--- src/rtl/array_ctrl_pkg.sv ---
// Shared types and defaults for the systolic-array job controller.
//   state_e          : controller FSM states
//   TIMEOUT_DEFAULT  : default cycle budget for any wait state
package array_ctrl_pkg;

    typedef enum logic [2:0] {
        S_IDLE       = 3'd0,
        S_FETCH      = 3'd1,
        S_ISSUE      = 3'd2,
        S_WAIT       = 3'd3,
        S_DRAIN      = 3'd4,
        S_DRAIN_WAIT = 3'd5,
        S_DONE       = 3'd6
    } state_e;

    localparam int unsigned TIMEOUT_DEFAULT = 64;

endpackage : array_ctrl_pkg

--- src/rtl/done_collector.sv ---
// Sticky OR-mask collector: accumulates bits_i until clear_i, and reports
// when every bit has been seen, counting the current cycle's bits as well.
//   clk_i, rst_i : clock, synchronous active-high reset
//   clear_i      : empty the mask at the next edge (wins over bits_i)
//   bits_i       : per-source completion bits, already qualified by caller
//   all_set_o    : combinational, (mask | bits_i) is all ones
module done_collector #(
    parameter int unsigned WIDTH = 4
) (
    input  logic             clk_i,
    input  logic             rst_i,
    input  logic             clear_i,
    input  logic [WIDTH-1:0] bits_i,
    output logic             all_set_o
);

    logic [WIDTH-1:0] mask_q;
    logic [WIDTH-1:0] mask_d;

    assign mask_d    = mask_q | bits_i;
    assign all_set_o = &mask_d;

    // Mask register
    always_ff @(posedge clk_i) begin
        if (rst_i || clear_i) begin
            mask_q <= '0;
        end else begin
            mask_q <= mask_d;
        end
    end

endmodule : done_collector

--- src/rtl/array_controller.sv ---
// Job sequencer for a ROWS x COLS PE grid: fetches edge operands wave by
// wave, broadcasts inputs_valid, waits for every PE, then drains the
// accumulators one column at a time.
//   clk_i, rst_i     : clock, synchronous active-high reset
//   start_i, k_len_i : job start pulse and wave count (accepted in IDLE only)
//   busy_o           : controller not idle
//   operand_rd_o/idx : operand buffer request for wave operand_idx_o
//   operand_ack_i    : operands for the requested wave are on the grid edges
//   inputs_valid_o   : one-cycle broadcast to all PEs per wave
//   pe_done_i        : per-PE passthrough_valid, bit r*COLS+c
//   select_acc_o     : one-hot accumulator select for the column being drained
//   acc_valid_i      : per-PE accumulator_valid, bit r*COLS+c
//   result_valid_o   : one-cycle pulse, column result_col_o drained
//   done_o           : one-cycle job-complete pulse (first cycle back in IDLE)
//   error_o          : sticky timeout flag, cleared by the next accepted start
module array_controller
    import array_ctrl_pkg::*;
#(
    parameter  int unsigned ROWS    = 4,
    parameter  int unsigned COLS    = 4,
    parameter  int unsigned K_MAX   = 16,
    parameter  int unsigned TIMEOUT = TIMEOUT_DEFAULT,
    localparam int unsigned KW      = $clog2(K_MAX + 1),
    localparam int unsigned IW      = (K_MAX > 1) ? $clog2(K_MAX) : 1,
    localparam int unsigned CW      = (COLS > 1) ? $clog2(COLS) : 1,
    localparam int unsigned NPE     = ROWS * COLS
) (
    input  logic            clk_i,
    input  logic            rst_i,
    input  logic            start_i,
    input  logic [KW-1:0]   k_len_i,
    output logic            busy_o,
    output logic            operand_rd_o,
    output logic [IW-1:0]   operand_idx_o,
    input  logic            operand_ack_i,
    output logic            inputs_valid_o,
    input  logic [NPE-1:0]  pe_done_i,
    output logic [COLS-1:0] select_acc_o,
    input  logic [NPE-1:0]  acc_valid_i,
    output logic            result_valid_o,
    output logic [CW-1:0]   result_col_o,
    output logic            done_o,
    output logic            error_o
);

    localparam int unsigned TW = $clog2(TIMEOUT + 1);

    state_e          state_q;
    logic [KW-1:0]   k_len_q;
    logic [IW-1:0]   wave_idx_q;
    logic [CW-1:0]   col_q;
    logic [CW-1:0]   col_d;
    logic [TW-1:0]   tmo_q;

    logic [NPE-1:0]  pe_bits_c;
    logic [ROWS-1:0] acc_bits_c;
    logic            pe_all_set_c;
    logic            acc_all_set_c;
    logic            last_wave_c;
    logic            last_col_c;
    logic            tmo_expired_c;

    assign operand_idx_o = wave_idx_q;
    assign col_d         = col_q + CW'(1);
    assign last_wave_c   = (KW'(wave_idx_q) + KW'(1)) == k_len_q;
    assign last_col_c    = col_q == CW'(COLS - 1);
    assign tmo_expired_c = tmo_q == TW'(TIMEOUT - 1);

    // Completion bits only count in their own wait state
    assign pe_bits_c = pe_done_i & {NPE{state_q == S_WAIT}};

    // Pick out the acc_valid bits of the column being drained
    always_comb begin
        acc_bits_c = '0;
        for (int unsigned r = 0; r < ROWS; r++) begin
            for (int unsigned c = 0; c < COLS; c++) begin
                if (CW'(c) == col_q) begin
                    acc_bits_c[r] = acc_valid_i[r*COLS + c] & (state_q == S_DRAIN_WAIT);
                end
            end
        end
    end

    done_collector #(
        .WIDTH (NPE)
    ) u_pe_done (
        .clk_i     (clk_i),
        .rst_i     (rst_i),
        .clear_i   (state_q == S_ISSUE),
        .bits_i    (pe_bits_c),
        .all_set_o (pe_all_set_c)
    );

    done_collector #(
        .WIDTH (ROWS)
    ) u_acc_done (
        .clk_i     (clk_i),
        .rst_i     (rst_i),
        .clear_i   (state_q == S_DRAIN),
        .bits_i    (acc_bits_c),
        .all_set_o (acc_all_set_c)
    );

    // Controller FSM; every output is set on the edge that enters its state
    always_ff @(posedge clk_i) begin
        if (rst_i) begin
            state_q        <= S_IDLE;
            k_len_q        <= '0;
            wave_idx_q     <= '0;
            col_q          <= '0;
            tmo_q          <= '0;
            busy_o         <= 1'b0;
            operand_rd_o   <= 1'b0;
            inputs_valid_o <= 1'b0;
            select_acc_o   <= '0;
            result_valid_o <= 1'b0;
            result_col_o   <= '0;
            done_o         <= 1'b0;
            error_o        <= 1'b0;
        end else begin
            inputs_valid_o <= 1'b0;
            select_acc_o   <= '0;
            result_valid_o <= 1'b0;
            done_o         <= 1'b0;

            unique case (state_q)
                S_IDLE: begin
                    if (start_i) begin
                        k_len_q    <= k_len_i;
                        wave_idx_q <= '0;
                        error_o    <= 1'b0;
                        busy_o     <= 1'b1;
                        if (k_len_i == '0) begin
                            state_q <= S_DONE;
                        end else begin
                            operand_rd_o <= 1'b1;
                            state_q      <= S_FETCH;
                        end
                    end
                end

                S_FETCH: begin
                    if (operand_ack_i) begin
                        operand_rd_o   <= 1'b0;
                        inputs_valid_o <= 1'b1;
                        state_q        <= S_ISSUE;
                    end
                end

                S_ISSUE: begin
                    tmo_q   <= '0;
                    state_q <= S_WAIT;
                end

                S_WAIT: begin
                    if (pe_all_set_c) begin
                        if (last_wave_c) begin
                            col_q        <= '0;
                            select_acc_o <= COLS'(1);
                            state_q      <= S_DRAIN;
                        end else begin
                            wave_idx_q   <= wave_idx_q + IW'(1);
                            operand_rd_o <= 1'b1;
                            state_q      <= S_FETCH;
                        end
                    end else if (tmo_expired_c) begin
                        error_o <= 1'b1;
                        state_q <= S_DONE;
                    end else begin
                        tmo_q <= tmo_q + TW'(1);
                    end
                end

                S_DRAIN: begin
                    tmo_q   <= '0;
                    state_q <= S_DRAIN_WAIT;
                end

                S_DRAIN_WAIT: begin
                    if (acc_all_set_c) begin
                        result_valid_o <= 1'b1;
                        result_col_o   <= col_q;
                        if (last_col_c) begin
                            state_q <= S_DONE;
                        end else begin
                            col_q        <= col_d;
                            select_acc_o <= COLS'(1) << col_d;
                            state_q      <= S_DRAIN;
                        end
                    end else if (tmo_expired_c) begin
                        error_o <= 1'b1;
                        state_q <= S_DONE;
                    end else begin
                        tmo_q <= tmo_q + TW'(1);
                    end
                end

                S_DONE: begin
                    // Pulse lands on the first IDLE cycle, after any error_o update
                    done_o  <= 1'b1;
                    busy_o  <= 1'b0;
                    state_q <= S_IDLE;
                end

                default: begin
                    state_q <= S_IDLE;
                end
            endcase
        end
    end

endmodule : array_controller

--- config.mk ---
export PLATFORM = sky130hd
export DESIGN_NAME = array_controller
export DESIGN_NICKNAME = d
export VERILOG_FILES = /design/src/rtl/array_ctrl_pkg.sv /design/src/rtl/done_collector.sv /design/src/rtl/array_controller.sv
export SDC_FILE = /design/constraint.sdc
export NUM_CORES = 1
export LEC_CHECK = 0
export CAP_MARGIN = 40
export CORE_MARGIN = 2
export CORE_UTILIZATION = 55
export CTS_CLUSTER_DIAMETER = 50
export DETAILED_ROUTE_END_ITERATION = 16
export GPL_TIMING_DRIVEN = 0
export PLACE_DENSITY_LB_ADDON = 0.05
export SLEW_MARGIN = 30
export SYNTH_ARGS = -nofsm -noshare
export SYNTH_HDL_FRONTEND = slang
export SYNTH_SLANG_ARGS = --single-unit
--- constraint.sdc ---
create_clock -name clk_i -period 5.94 [get_ports clk_i]
set_clock_uncertainty 0.05 [all_clocks]
set_input_delay 0.594 -clock clk_i [delete_from_list [all_inputs] [get_ports clk_i]]
set_output_delay 0.594 -clock clk_i [all_outputs]
set_load 0.02 [all_outputs]
# ---- Word-level counts from Yosys, hierarchy flattened
# Cells that the tools add are included.
dict set report op_classes {
  div 0
  n_mux 59
  n_reduce_logical 25
  n_lt_le_gt_ge 0
  mul 0
  addsub 4
  shifts 1
  eq_ne 22
  bitwise 21
}
# operator count
set ops {}
lappend ops {{two-way mux 1 bit} 31}
lappend ops {{two-way mux 3 bit} 7}
lappend ops {{two-way mux 7 bit} 3}
lappend ops {{case mux 7 bit (3 select lines)} 1}
lappend ops {{two-way mux 4 bit} 5}
lappend ops {{!= test 2 bit (second input constant)} 10}
lappend ops {{case mux 3 bit (6 select lines)} 1}
lappend ops {{AND 1 bit} 16}
lappend ops {{AND 16 bit} 1}
lappend ops {{bitwise OR 16 bit} 1}
lappend ops {{case mux 4 bit (2 select lines)} 2}
lappend ops {{AND reduction 16 bit} 1}
lappend ops {{AND reduction 4 bit} 3}
lappend ops {{two-way mux 2 bit} 5}
lappend ops {{AND reduction 5 bit} 2}
lappend ops {{== test 3 bit (second input constant)} 3}
lappend ops {{nonzero test 3 bit} 3}
lappend ops {{adder 7 x 1 -> 7 bit (second input constant)} 1}
lappend ops {{== test 7 x 6 -> 1 bit (second input constant)} 1}
lappend ops {{== test 3 x 2 -> 1 bit (second input constant)} 2}
lappend ops {{case mux 1 bit (3 select lines)} 2}
lappend ops {{AND reduction 2 bit} 3}
lappend ops {{AND reduction 6 bit} 1}
lappend ops {{nonzero test 2 bit} 3}
lappend ops {{19 further kinds} 24}
dict set report totals {
  in_bits 41
  out_inout_bits 16
  word_cells 147
  ramBits 0
  n_memories 0
  latchBits 0
  regBits 53
  mem_bits_ro 0
}

# ---- Logic depth before layout (Yosys ltp)
# Gate-level depths: netlist of run 1.
dict set report depth {
  ltp_word 10
  ltp_mapped 12
  ltp_nobuf 9
}

# ---- By module
# From an unflattened synthesis of run 1, not the netlist that was laid out.
dict set report hier_totals {
  cells_unflattened 322
  area_unflattened_um2 2763.9
}
# module n_inst area_per_inst_um2 seq_area_each_um2 cells_per_inst
set by_module_without_submodules {}
lappend by_module_without_submodules {array_controller 1 2033.2 660.6 250}
lappend by_module_without_submodules {{done_collector at u_pe_done} 1 603.1 320.3 59}
lappend by_module_without_submodules {{done_collector at u_acc_done} 1 127.6 80.1 13}

# ---- Least setup slack after synthesis of run 1
# Ideal clock, no wire load.
dict set report synth_path {
  path_kind {register to register}
  startpoint {reg col_q[1]}
  endpoint {reg state_q[0]}
  stages_incl_launch_ff 12
  synth_period_minus_slack_ps 2547
  arrival_time_ps 2368
  required_ps 5761
  path_buffers 2
  slack_ps 3393
  setup_time_ps 129
  cell_sequence {dfxtp_1 > inv_1 > ha_1 > nand3b_1 > a221oi_2 > a211oi_1 > or4_1 > buf_2 > a211oi_2 > buf_4 > or2_2 > a21oi_1}
}
dict set report synth_via {
  elab_chain_len 9
}
# element line
set synth_lines {}
lappend synth_lines {{start: declaration} array_controller.sv:51} ;# logic [CW-1:0] col_q;
lappend synth_lines {{start signal: assignment} array_controller.sv:186} ;# col_q <= col_d;
lappend synth_lines {{logical NOT 2 bit} array_controller.sv:77} ;# if (CW'(c) == col_q) begin
lappend synth_lines {{two-way mux 1 bit (4 in series)} array_controller.sv:77}
lappend synth_lines {{bitwise OR 4 bit *} done_collector.sv:20} ;# assign mask_d = mask_q | bits_i;
lappend synth_lines {{AND reduction 4 bit *} done_collector.sv:21} ;# assign all_set_o = &mask_d;
lappend synth_lines {{two-way mux 3 bit *} array_controller.sv:180} ;# if (acc_all_set_c) begin
lappend synth_lines {{case mux 3 bit (6 select lines) *} array_controller.sv:126} ;# unique case (state_q)
lappend synth_lines {{end signal: assignment} array_controller.sv:134} ;# state_q <= S_DONE;
lappend synth_lines {{end signal: assignment} array_controller.sv:184} ;# state_q <= S_DONE;
lappend synth_lines {{end signal: assignment} array_controller.sv:188} ;# state_q <= S_DRAIN;
lappend synth_lines {{end: declaration} array_controller.sv:48} ;# state_e state_q;
# Mark *: on every way between the ends. The rest lies on a longest branch, timed or not.
# A chain may end at the register's enable or synchronous reset.

# ---- Worst setup path in the final report of run 1
dict set report layout_path {
  startpoint {reg col_q[1]}
  endpoint {reg tmo_q[0]}
}
dict set report layout_via {
  elab_chain_len 9
}
# element line
set layout_lines {}
lappend layout_lines {{logical NOT 2 bit} array_controller.sv:77}
lappend layout_lines {{two-way mux 1 bit (4 in series)} array_controller.sv:77}
lappend layout_lines {{bitwise OR 4 bit *} done_collector.sv:20}
lappend layout_lines {{AND reduction 4 bit *} done_collector.sv:21}
lappend layout_lines {{!= test 2 bit (no line) *} --}
lappend layout_lines {{AND reduction 3 bit (no line) *} --}
lappend layout_lines {{end signal: assignment} array_controller.sv:170} ;# tmo_q <= tmo_q + TW'(1);
lappend layout_lines {{end signal: assignment} array_controller.sv:194} ;# tmo_q <= tmo_q + TW'(1);
lappend layout_lines {{end: declaration} array_controller.sv:53} ;# logic [TW-1:0] tmo_q;
# Marked as above.

==> results of run 1 <==
-- metal layers --
layer | share of wire | wire length, µm | vias up | GRT usage
met5 | 0 | 0 | - | 0
met4 | 0.0087 | 53 | 0 | 0.0606
met3 | 0.050 | 302 | 4 | 0.0521
met2 | 0.46 | 2800 | 62 | 0.402
met1 | 0.48 | 2940 | 1168 | 0.313
li1 | - | - | 1269 | -
-- cell families (layout without fill, tap and decap cells) --
family                   Yosys count  after routing  share of synthesized area
buffers and inverters             24             87                     0.0389
flip-flops                        53             53                      0.398
AO/OA/AOI/OAI                     80             80                      0.199
adder cells (fa/ha/maj)            7              7                     0.0328
AND/OR/NAND/NOR                  147            147                      0.299
multiplexers                       4              4                     0.0160
XOR/XNOR                           5              5                     0.0164
-- cells in the final DEF (no fill, tap or decap), types with 2 or more instances in the layout --
master           count
nor2_1              55
clkdlybuf4s50_1     55
dfxtp_1             53
a21oi_1             34
nand2_1             25
and4b_1             17
clkbuf_1            10
o22ai_1              9
inv_1                7
nand3_1              7
ha_1                 7
o21ai_0              6
nand3b_1             6
nor3_1               6
or3_1                6
clkbuf_8             6
buf_2                5
nor2b_1              4
xnor2_1              4
and2_1               4
a21o_1               4
or2_2                4
o21ai_1              4
a211o_1              3
buf_4                2
mux2i_1              2
nor4_1               2
a22o_1               2
a211oi_1             2
mux2_2               2
and3b_1              2
a22oi_1              2
-- state kept, by name, indices dropped and copies added, names as in the netlist --
| signal | flops |
|---|---|
| state_q | 3 |
| error_o | 1 |
| result_col_o | 2 |
| tmo_q | 7 |
| operand_idx_o | 4 |
| u_acc_done.mask_q | 4 |
| done_o | 1 |
| u_pe_done.mask_q | 16 |
| result_valid_o | 1 |
| select_acc_o | 4 |
| operand_rd_o | 1 |
| k_len_q | 5 |
| inputs_valid_o | 1 |
| busy_o | 1 |
| col_q | 2 |
-- critical path, cell delays in order (launching register included) --
cell and delay [ns]:
dfxtp_1 0.38, inv_1 0.10, ha_1 0.29, nand3b_1 0.21, a221oi_2 0.23, a211oi_1 0.09, or4_1 0.53, buf_2 0.18
a211oi_2 0.34, buf_4 0.23, or3_1 0.11, a21oi_1 0.06
-- final timing paths --
path / start / end / slack [ns] / depth (start not counted)
worst min register to register: k_len_q[0] / k_len_q[0] / 0.42 / 2
worst min-delay path: k_len_q[0] / k_len_q[0] / 0.42 / 2
worst max register to register: col_q[1] / tmo_q[0] / 3.01 / 11
worst max-delay path: col_q[1] / tmo_q[0] / 3.01 / 11
-- stage by stage --
stage               area (µm²)  hold WS, ns  setup WS (ns)   util  power (µW)
floorplan                 2670        0.388           3.39      -         447
global placement          3280        0.400           2.83  0.700         494
detailed placement        3280        0.413           2.84  0.700         495
CTS                       3400        0.427           3.01  0.726         747
global route              3400        0.453           2.78  0.726         775
finish                    3400        0.421           3.01  0.726         744
-- power by group through the flow --
stage	registers (µW)	clock network, µW	logic (µW)
2_1_floorplan	382	0	64.5
3_3_place_gp	381	0	113
3_5_place_dp	382	0	113
4_1_cts	374	259	115
5_1_grt	376	272	127
6_report	374	255	115
-- final cells by class --
| cell class | instances | area [µm²] |
|---|---|---|
| Buffer | 17 | 77.6 |
| Fill cell | 406 | 1290 |
| Inverter | 7 | 26.3 |
| Clock inverter | 2 | 37.5 |
| Timing Repair Buffer | 55 | 551 |
| Sequential cell | 53 | 1060 |
| Tap cell | 54 | 67.6 |
| Clock buffer | 6 | 82.6 |
| Multi-Input combinational cell | 243 | 1500 |
==> run summary, run 1 <==
outcome -> finished clean
Avg Inst Size Synth -> 8.33 µm²
RSZ-0062 raised after global routing -> false
Placed Cells incl. Taps -> 429
# IOs -> 57
combinational power share -> 0.155
CP Launch Type -> flop
Synth top cells by count -> nor2_1 (55), dfxtp_1 (53), a21oi_1 (34)
Period minus WS final -> 2.93 ns
H-tree depth -> 2
power share of the clock group -> 0.343
Peak supply drop -> 189 µV
Top FF cell, synth -> dfxtp_1
leading post-synthesis cells by cell area -> dfxtp_1 (40%), nor2_1 (7.7%), a21oi_1 (6.4%), and4b_1 (6.4%), nand2_1 (3.5%)
Post-synth ARST share -> 0
Post CTS Setup Buffer Count -> 0
via/cell ratio -> 5.73
Final nets -> 430
gr ovfl total -> 0
Worst EP required -> 6.06 ns
most common cell in the netlist -> nor2_1
Global Route Usage Sum -> 0.240
CTS tree -> done
syn_nets -> 368
Die Ht -> 73.6 µm
LEAKAGE -> 0.00130 µW
drt wl/cell -> 13.9 µm
first-pass GRT wire length -> 10.4 mm
Clock transition at path regs -> 0.09 ns
root buf cell -> clkbuf_8
Die X -> 73.6 µm
WP data arrival -> 3.06 ns
crit path capture type -> flop
PostCTS Resize Cnt -> 0
DRT antenna net count -> 0
Post-Synthesis Cells -> 320
sw frac -> 0.251
#FFs+latches synth -> 53
Reg power frac -> 0.502
ANT cells -> 0
clock sink count -> 53
Final HPWL DP -> 4.39 mm
Fin. Hold Viols -> 0
initial antenna violation count -> 0
Post-synth EDFFs -> 0
Synth top area share -> 0.398
Warnings, synthesis -> 0
Hold Path Class -> reg -> reg
insertion delay to the later sink of the worst-skew pair -> 0.31 ns
synthesized area -> 0.00267 mm²
Unique masters post-synth -> 54
Max Fclk -> 341 MHz
Tcrit/Tclk final -> 0.494
port buffer count -> 55
Setup TNS -> 0 ns
Hold-fix buffers, CTS -> 0
synthesis-to-layout area growth -> 27.7%
DR iter-0 viols -> 159
Max Slew Vio Count -> 0
Site Rows -> 25
fin cells -> 437
vias in the first global route -> 2372
final wirelength -> 6.10 mm
Power Internal -> 558 µW
iteration count of the initial detailed-routing pass -> 4
CTS Buf Count -> 5
Max-slew headroom -> 0.524
sw power -> 186 µW
routed vias -> 2503
register area share after synthesis -> 0.398
detailed-route DRC error count -> 0
share of layout cells above drive strength 1 -> 0.0705
largest net degree at the start of global routing -> 17
Final Wtd Congestion -> 0.851
pwr dens -> 219 mW/mm²
clock buffer depth -> 2
Worst Max-Slew Pin Slew -> 0.709 ns
core region area -> 0.00469 mm²
Initial Util -> 0.568
CP max FO -> 10
max cap viols -> 0
WS Path Type -> reg -> reg
die area -> 0.00542 mm²
Synth area leader -> dfxtp_1
# setup viols final -> 0
No activity file was read; power rests on OpenSTA's default activity.
==> inputs of run 2 (changes only) <==
--- a/config.mk
+++ b/config.mk
@@ -7,7 +7,7 @@
 export LEC_CHECK = 0
 export CAP_MARGIN = 40
 export CORE_MARGIN = 2
-export CORE_UTILIZATION = 55
+export CORE_UTILIZATION = 51
 export CTS_CLUSTER_DIAMETER = 50
 export DETAILED_ROUTE_END_ITERATION = 16
 export GPL_TIMING_DRIVEN = 0
==> constraint.sdc (replaced) <==
create_clock -name clk_i -period 2.9 [get_ports clk_i]
set_clock_uncertainty 0.05 [all_clocks]
set_input_delay 0.29 -clock clk_i [delete_from_list [all_inputs] [get_ports clk_i]]
set_output_delay 0.29 -clock clk_i [all_outputs]
set_load 0.02 [all_outputs]
==> run summary, run 2 (synthesized netlist as in run 1, its figures left out) <==
via/cell ratio -> 5.55
CTS tree -> done
share of layout cells above drive strength 1 -> 0.102
WS Path Type -> reg -> reg
# setup viols final -> 0
largest net degree at the start of global routing -> 18
FF-to-FF Start -> state_q[0]
Die Ht -> 76.3 µm
vias in the first global route -> 2375
max cap viols -> 0
clock sink count -> 53
die area -> 0.00582 mm²
clock buffer depth -> 2
LEAKAGE -> 0.00131 µW
WP data arrival -> 3.02 ns
outcome -> finished clean
Fin. Hold Viols -> 0
Power Internal -> 1130 µW
largest registers -> u_pe_done.mask_q: 16 flops, tmo_q: 7 flops, k_len_q: 5 flops
Initial Util -> 0.525
Hold Crit Depth -> 2
Area after DPL -> 0.00330 mm²
Hold Path End -> result_col_o[1]
Clock transition at path regs -> 0.10 ns
Max Slew Vio Count -> 0
Worst Max-Slew Pin Slew -> 0.732 ns
Hold-fix buffers, CTS -> 0
Hold Path Class -> reg -> reg
crit path capture type -> flop
ANT cells -> 0
port buffer count -> 55
Final HPWL DP -> 4.45 mm
Setup TNS -> 0 ns
pwr dens -> 436 mW/mm²
RSZ-0062 raised after global routing -> false
Die X -> 76.3 µm
final wirelength -> 6.44 mm
Reg2Reg Capture Point -> operand_idx_o[2]
Max Fclk -> 356 MHz
routed vias -> 2518
combinational power share -> 0.165
R2R setup slack -> 0.09 ns
detailed-route DRC error count -> 0
Max-slew headroom -> 0.508
Finished Cell Area -> 0.00350 mm²
insertion delay to the later sink of the worst-skew pair -> 0.31 ns
Reg power frac -> 0.501
iteration count of the initial detailed-routing pass -> 4
Final nets -> 431
Worst EP required -> 3.10 ns
Period minus WS final -> 2.81 ns
H-tree depth -> 2
DRT antenna net count -> 0
synthesis-to-layout area growth -> 31.4%
drt wl/cell -> 14.2 µm
sw frac -> 0.262
Site Rows -> 26
# IOs -> 57
CP Launch Type -> flop
CP max FO -> 10
first-pass GRT wire length -> 10.8 mm
Biggest register -> u_pe_done.mask_q
Peak supply drop -> 322 µV
initial antenna violation count -> 0
gr ovfl total -> 0
Final Wtd Congestion -> 0.876
Hold Path Origin -> result_col_o[1]
Filler cells -> 459
root buf cell -> clkbuf_8
number of flip-flops in the largest register -> 16
Global Route Usage Sum -> 0.223
power share of the clock group -> 0.334
DR iter-0 viols -> 83
CTS Buf Count -> 5
most frequent cells in the layout -> nor2_1 (55), clkdlybuf4s50_1 (55), dfxtp_1 (51)
sw power -> 401 µW
core region area -> 0.00507 mm²
R2R depth -> 8
Tcrit/Tclk final -> 0.969
Post CTS Setup Buffer Count -> 0
run 2: per-stage QoR:
stage / total power (µW) / hold slack [ns] / utilization / cells / setup WS, ns
CTS: 1520 / 0.414 / 0.675 / 453 / 0.0159
global placement: 1010 / 0.401 / 0.651 / 445 / 0.000358
floorplan: 915 / 0.376 / - / 320 / 0.353
detailed placement: 1020 / 0.400 / 0.651 / 445 / -0.0151
finish: 1530 / 0.411 / 0.691 / 454 / 0.0889
global route: 1600 / 0.444 / 0.691 / 454 / 0.00423
run 2: worst max-delay path by stage:
stage,startpoint,end,slack (ns)
2_1_floorplan,col_q[1],state_q[0],0.35
3_3_place_gp,col_q[1],state_q[0],0.0004
3_5_place_dp,col_q[1],state_q[0],-0.02
4_1_cts,col_q[1],state_q[0],0.02
5_1_grt,state_q[0],operand_idx_o[2],0.004
6_report,state_q[0],operand_idx_o[2],0.09
run 2: area by class of cell:
cell class / instances / area (µm²) / share of cell area
Inverter: 7 / 26.3 / 0.00750
Clock buffer: 5 / 68.8 / 0.0196
Buffer: 17 / 90.1 / 0.0257
Timing Repair Buffer: 56 / 562 / 0.160
Sequential cell: 53 / 1070 / 0.304
Clock inverter: 3 / 46.3 / 0.0132
Tap cell: 70 / 87.6 / 0.0250
Multi-Input combinational cell: 243 / 1560 / 0.444
run 2: critical path: stages (launching register included):
cell       delay, ns
dfxtp_1         0.46
buf_1           0.32
and4b_1         0.29
o22ai_1         0.10
nor4_1          0.41
nand2_1         0.31
a2111oi_4       0.49
and3b_1         0.22
a211o_1         0.09
run 2: per-layer routing:
metal	vias to the layer above	global-route usage	wire length, µm
met5	-	0	0
met3	5	0.0450	290
met2	60	0.373	3010
met4	0	0.0564	54
met1	1180	0.297	3080
li1	1273	-	-
run 2: power groups by stage:
stage,clock network (µW),registers [µW],logic [µW]
floorplan,0,783,132
global placement,0,781,232
detailed placement,0,782,234
CTS,516,765,239
global route,547,769,280
finish,511,766,252
run 2: what timing repair did:
action	CTS	global route
cloned	0	1
endpoints found under the setup margin	2	16
pin swaps	0	1
resized for setup	1	22
